$ cat src/rtl/stream_rr_arbiter.sv
// Round-robin arbiter sharing one registered valid/ready data+strobe stream
// between NUM_IN requesters, with bursts of up to MAX_BURST beats per grant.
module stream_rr_arbiter #(
  parameter int NUM_IN     = 4,
  parameter int DATA_WIDTH = 32,
  parameter int MAX_BURST  = 4,
  localparam int STRB_WIDTH = DATA_WIDTH / 8,
  localparam int IDX_WIDTH  = ($clog2(NUM_IN) > 1) ? $clog2(NUM_IN) : 1
) (
  input  logic                           clk,
  input  logic                           rst_n,
  input  logic [NUM_IN*DATA_WIDTH-1:0]   s_data,
  input  logic [NUM_IN*STRB_WIDTH-1:0]   s_strb,
  input  logic [NUM_IN-1:0]              s_valid,
  output logic [NUM_IN-1:0]              s_ready,
  output logic [DATA_WIDTH-1:0]          m_data,
  output logic [STRB_WIDTH-1:0]          m_strb,
  output logic                           m_valid,
  input  logic                           m_ready,
  output logic [IDX_WIDTH-1:0]           grant_idx,
  output logic                           grant_active
);

  localparam int CNT_WIDTH = $clog2(MAX_BURST + 1);
  localparam int SUM_WIDTH = IDX_WIDTH + 1;

  localparam logic [0:0] ST_IDLE  = 1'b0;
  localparam logic [0:0] ST_GRANT = 1'b1;

  logic [0:0]            state_r;
  logic [IDX_WIDTH-1:0]  grant_idx_r;
  logic [IDX_WIDTH-1:0]  rr_ptr_r;
  logic [CNT_WIDTH-1:0]  beat_cnt_r;
  logic                  m_valid_r;
  logic [DATA_WIDTH-1:0] m_data_r;
  logic [STRB_WIDTH-1:0] m_strb_r;

  logic                  out_free_s;
  logic                  gnt_valid_s;
  logic                  up_hs_s;
  logic                  last_beat_s;
  logic                  found_s;
  logic [IDX_WIDTH-1:0]  winner_s;
  logic [SUM_WIDTH-1:0]  cand_s;
  logic [IDX_WIDTH-1:0]  next_ptr_s;
  logic [DATA_WIDTH-1:0] sel_data_s;
  logic [STRB_WIDTH-1:0] sel_strb_s;

  assign grant_active = (state_r == ST_GRANT);
  assign grant_idx    = grant_idx_r;
  assign m_valid      = m_valid_r;
  assign m_data       = m_data_r;
  assign m_strb       = m_strb_r;

  assign out_free_s  = !m_valid_r || m_ready;
  assign gnt_valid_s = s_valid[grant_idx_r];
  assign up_hs_s     = grant_active && out_free_s && gnt_valid_s;
  assign last_beat_s = (beat_cnt_r == CNT_WIDTH'(MAX_BURST - 1));
  assign next_ptr_s  = (grant_idx_r == IDX_WIDTH'(NUM_IN - 1)) ? '0
                                                               : grant_idx_r + IDX_WIDTH'(1);

  // Ready goes only to the granted requester, and only when the output stage can take a beat
  always_comb begin
    s_ready = '0;
    if (grant_active && out_free_s) begin
      s_ready[grant_idx_r] = 1'b1;
    end else begin
      s_ready = '0;
    end
  end

  // Round-robin search: first valid requester at or above the pointer, wrapping at NUM_IN
  always_comb begin
    found_s  = 1'b0;
    winner_s = '0;
    cand_s   = '0;
    for (int k = 0; k < NUM_IN; k++) begin
      cand_s = {1'b0, rr_ptr_r} + SUM_WIDTH'(k);
      if (cand_s >= SUM_WIDTH'(NUM_IN)) begin
        cand_s = cand_s - SUM_WIDTH'(NUM_IN);
      end else begin
        cand_s = cand_s;
      end
      if (!found_s && s_valid[cand_s[IDX_WIDTH-1:0]]) begin
        found_s  = 1'b1;
        winner_s = cand_s[IDX_WIDTH-1:0];
      end else begin
        found_s  = found_s;
      end
    end
  end

  // Data/strobe mux selecting the granted requester's slice
  always_comb begin
    sel_data_s = '0;
    sel_strb_s = '0;
    for (int i = 0; i < NUM_IN; i++) begin
      if (grant_idx_r == IDX_WIDTH'(i)) begin
        sel_data_s = s_data[i*DATA_WIDTH +: DATA_WIDTH];
        sel_strb_s = s_strb[i*STRB_WIDTH +: STRB_WIDTH];
      end else begin
        sel_data_s = sel_data_s;
        sel_strb_s = sel_strb_s;
      end
    end
  end

  // Grant FSM: arbitrate in IDLE, count beats and release in GRANT
  always_ff @(posedge clk or negedge rst_n) begin
    if (!rst_n) begin
      state_r     <= ST_IDLE;
      grant_idx_r <= '0;
      rr_ptr_r    <= '0;
      beat_cnt_r  <= '0;
    end else begin
      case (state_r)
        ST_IDLE: begin
          if (found_s) begin
            state_r     <= ST_GRANT;
            grant_idx_r <= winner_s;
            beat_cnt_r  <= '0;
          end
        end
        ST_GRANT: begin
          // A dropped valid ends the burst even while the output is stalled
          if (!gnt_valid_s) begin
            state_r  <= ST_IDLE;
            rr_ptr_r <= next_ptr_s;
          end else if (up_hs_s) begin
            beat_cnt_r <= beat_cnt_r + CNT_WIDTH'(1);
            if (last_beat_s) begin
              state_r  <= ST_IDLE;
              rr_ptr_r <= next_ptr_s;
            end
          end
        end
        default: begin
          state_r <= ST_IDLE;
        end
      endcase
    end
  end

  // Output register: loads on upstream accept, drains on m_ready independent of the FSM
  always_ff @(posedge clk or negedge rst_n) begin
    if (!rst_n) begin
      m_valid_r <= 1'b0;
      m_data_r  <= '0;
      m_strb_r  <= '0;
    end else if (up_hs_s) begin
      m_valid_r <= 1'b1;
      m_data_r  <= sel_data_s;
      m_strb_r  <= sel_strb_s;
    end else if (m_ready) begin
      m_valid_r <= 1'b0;
    end
  end

endmodule
$ cat config.mk
export PLATFORM = sky130hd
export DESIGN_NAME = stream_rr_arbiter
export DESIGN_NICKNAME = d
export VERILOG_FILES = /design/src/rtl/stream_rr_arbiter.sv
export SDC_FILE = /design/constraint.sdc
export NUM_CORES = 1
export LEC_CHECK = 0
export ABC_CLOCK_PERIOD_IN_PS = 2500
export CORE_MARGIN = 4
export CORE_UTILIZATION = 34
export CTS_CLUSTER_DIAMETER = 100
export DETAILED_ROUTE_END_ITERATION = 16
export GPL_TIMING_DRIVEN = 0
export PLACE_DENSITY = 0.85
export SYNTH_ARGS = -nofsm -noshare
export SYNTH_HDL_FRONTEND = slang
export SYNTH_SLANG_ARGS = --single-unit
$ cat constraint.sdc
create_clock -name clk -period 2.5 [get_ports clk]
set_input_delay 0.625 -clock clk [delete_from_list [all_inputs] [get_ports clk]]
set_output_delay 0.625 -clock clk [all_outputs]
set_load 0.02 [all_outputs]
==> results by group <==
Logic synthesis
  – Synthesized area: 2610 µm²
  – Yosys reg bits: 45
  – Syn. warnings: 0
  – Top post-synthesis cells by count: 45 x dfrtp_1, 45 x nand2_1, 37 x o31ai_1
  – Top FF cell, synth: dfrtp_1
  – Top post-synthesis cells by area: dfrtp_1 43%, a221oi_1 12%, o31ai_1 11%
  – Avg Cell Area, Syn: 9.42 µm²
  – Synth top area share: 43.2%
  – Post-synthesis async set-or-reset flop share: 100%
  – Part of the Yosys area used for sequential elements: 43.2%
  – Post-Syn Nets: 434
  – Number of synthesized flops with an enable pin: 0
  – Unique cell type count in the Yosys netlist: 29
  – Mapped Cells: 277
  – Largest area contributor in the netlist: dfrtp_1

Global route
  – Vias in the first global route: 3234
  – Antenna violations before repair: 0
  – GRT Total Usage: 22.8%
  – Largest net degree at the start of global routing: 27
  – First-pass GRT wire length: 16100 µm
  – Grt ovf: 0

Detailed routing
  – Initial DRC Count: 118
  – Vias per cell: 5.51
  – DRC viols: 0
  – Vias: 3188
  – Routed wire length per instance: 18.9 µm
  – Antenna Nets Post-Route: 0
  – Routed WL: 10900 µm
  – Drt pass-1 iters: 4

STA
  – Clock skew: 0.00799 ns
  – Final setup viols: 0
  – Setup WS post-layout: 0.0931 ns
  – Max-slew violation count: 0
  – Final Hold Vio Count: 0
  – Fin crit share: 96.3%
  – Min Tclk post-route: 2.41 ns
  – RSZ-0062 raised after global routing: yes
  – Worst Tran Pin Value: 1.10 ns
  – Slew margin rel.: 25.4%
  – Max Fclk: 415 MHz

Clocking
  – Root Buffer: clkbuf_8
  – Clock buffer depth: 2
  – Worst-Skew Late Latency: 0.29 ns
  – Register clock-pin slew on the reported worst setup and hold paths: 0.08 ns
  – Clock Sinks: 45
  – Htree depth: 2
  – TritonCTS clock tree: yes
  – Number of buffers created by CTS: 5

Setup path
  – R2R setup slack: 0.13 ns
  – Critical Path End Type: primary output
  – R2R cell count: 8
  – WS Path Type: input port to primary output
  – Reg2Reg Capture Point: m_data[24]$_DFFE_PN0P_
  – WP buf/inv: 2
  – Slowest stage delay, CP: 0.39 ns
  – Critical-path cell list: clkdlybuf4s50_1, nand2b_2, and3_1, dlygate4sd2_1
  – Worst EP required: 1.88 ns
  – Reg2Reg Launch Point: grant_idx[0]$_DFFE_PN0P_
  – Kind of start point of the critical path: input port
  – Crit path max fanout: 8
  – Top cell family by delay on the critical path: buffers and inverters
  – Worst Path Arrival: 1.78 ns
  – CP max-delay cell: clkdlybuf4s50_1

Floorplanning
  – Row cnt: 31
  – Die ar.: 9140 µm²
  – Die Wd: 95.6 µm
  – I/O pin count: 195
  – Die Span Y: 95.6 µm
  – Core Box Area: 7370 µm²
  – Initial Util: 35.4%

Cells and area
  – Layout net count: 637
  – Layout overhead on the synthesized area: 84.3%
  – Fin util: 65.2%
  – Antenna cells: 0
  – Fraction of layout cells with a size suffix above 1: 7.29%
  – Final Non-Filler Cells: 579

Placed design
  – Detail Placement HPWL: 8640 µm
  – Port Buffer Count: 194
  – Dpl cells: 571
  – Pre-CTS setup slack: -0.650 ns
  – Gpl congestion: 0.880

Power
  – Leak: 1.94 nW
  – Worst IR Drop VDD: 0.000487 V
  – Power Dens Cells: 1130 nW/µm²

Hold path
  – Worst Hold Class: input port to async pin

Run
  – Max Cap Viol: 0

Run status
  – Status: complete, no violations
==> logic make-up (layout without fill, tap and decap cells) <==
| logic type | after synthesis | count (layout) | synth area share (%) |
|---|---|---|---|
| compound gates | 121 | 121 | 34.2 |
| simple gates | 62 | 62 | 10.3 |
| flops | 45 | 45 | 43.2 |
| buf+inv | 37 | 240 | 6.47 |
| fa+ha+maj | 6 | 6 | 2.88 |
| mux | 6 | 6 | 2.93 |
==> placed cells by master, fill, tap and decap left out, types with 2 or more instances in the layout <==
master           instances
clkdlybuf4s50_1        189
mux2i_1                  2
o21ai_1                  2
inv_1                    8
nor2_1                   2
buf_4                    4
nand2_1                 45
o21ai_0                  4
clkbuf_1                14
nand3_1                  5
nor2b_1                  2
o22ai_1                 36
o31ai_1                 37
dlygate4sd2_1            3
buf_6                    2
a21oi_1                  2
clkbuf_2                 3
clkbuf_8                 8
buf_2                    8
dfrtp_1                 44
and3_1                   4
ha_1                     5
a221oi_1                36
mux2_2                   3
==> where the power goes <==
| part | internal (W) | switching (W) |
|---|---|---|
| Clock | 0.000220 | 0.000242 |
| Sequential | 0.00107 | 0.000216 |
| Combinational | 0.00165 | 0.00202 |
| Total | 0.00294 | 0.00248 |
==> sequential cells by signal, summed over array words and instances (netlist names) <==
register / flops
m_strb: 4
beat_cnt_r: 3
grant_idx: 2
grant_active: 1
m_valid: 1
rr_ptr_r: 2
m_data: 32
==> how the worst max path moves through the flow <==
stage               cells after the start                      to                startpoint  slack [ns]
floorplan                               5              s_ready[1]  grant_idx[1]$_DFFE_PN0P_        0.24
global placement                        6              s_ready[1]  grant_idx[1]$_DFFE_PN0P_       -0.62
detailed placement                      6              s_ready[1]  grant_idx[1]$_DFFE_PN0P_       -0.65
CTS                                     6              s_ready[1]  grant_idx[1]$_DFFE_PN0P_       0.002
global route                            8  m_data[24]$_DFFE_PN0P_  grant_idx[0]$_DFFE_PN0P_      -0.003
finish                                  4              s_ready[2]                   m_ready        0.09
==> area by class of cell <==
type	instances	area, µm²
plain buffers	28	159
inverters	8	30.0
multi-input cells	195	1320
fillers	631	2560
well taps	99	124
flip-flops and latches	45	1130
repair buffers	197	1960
clock buffers	7	86.3
==> layer usage <==
layer	wire (µm)	GRT usage, %
met4	213	7.23
met5	0	0
met3	836	5.52
met2	5530	40.1
met1	4360	27.2
==> per-stage QoR <==
stage	cell area (µm²)	setup TNS (ns)	hold WS, ns	total power [W]
6_report	4810	0	0.280	0.00542
5_1_grt	4810	-0.00348	0.312	0.00582
4_1_cts	4790	0	0.285	0.00543
3_5_place_dp	4690	-1.74	0.464	0.00493
3_3_place_gp	4670	-21.96	0.460	0.00484
2_1_floorplan	2610	0	0.329	0.00342
==> timing repair <==
item / in CTS / in global routing
hold endpoints to repair: 0 / 0
endpoints found under the setup margin: 4 / 13
buffers inserted: 0 / 2
hold buffers: 0 / 0
resized for setup: 14 / 8
No activity file was read; power rests on OpenSTA's default activity.
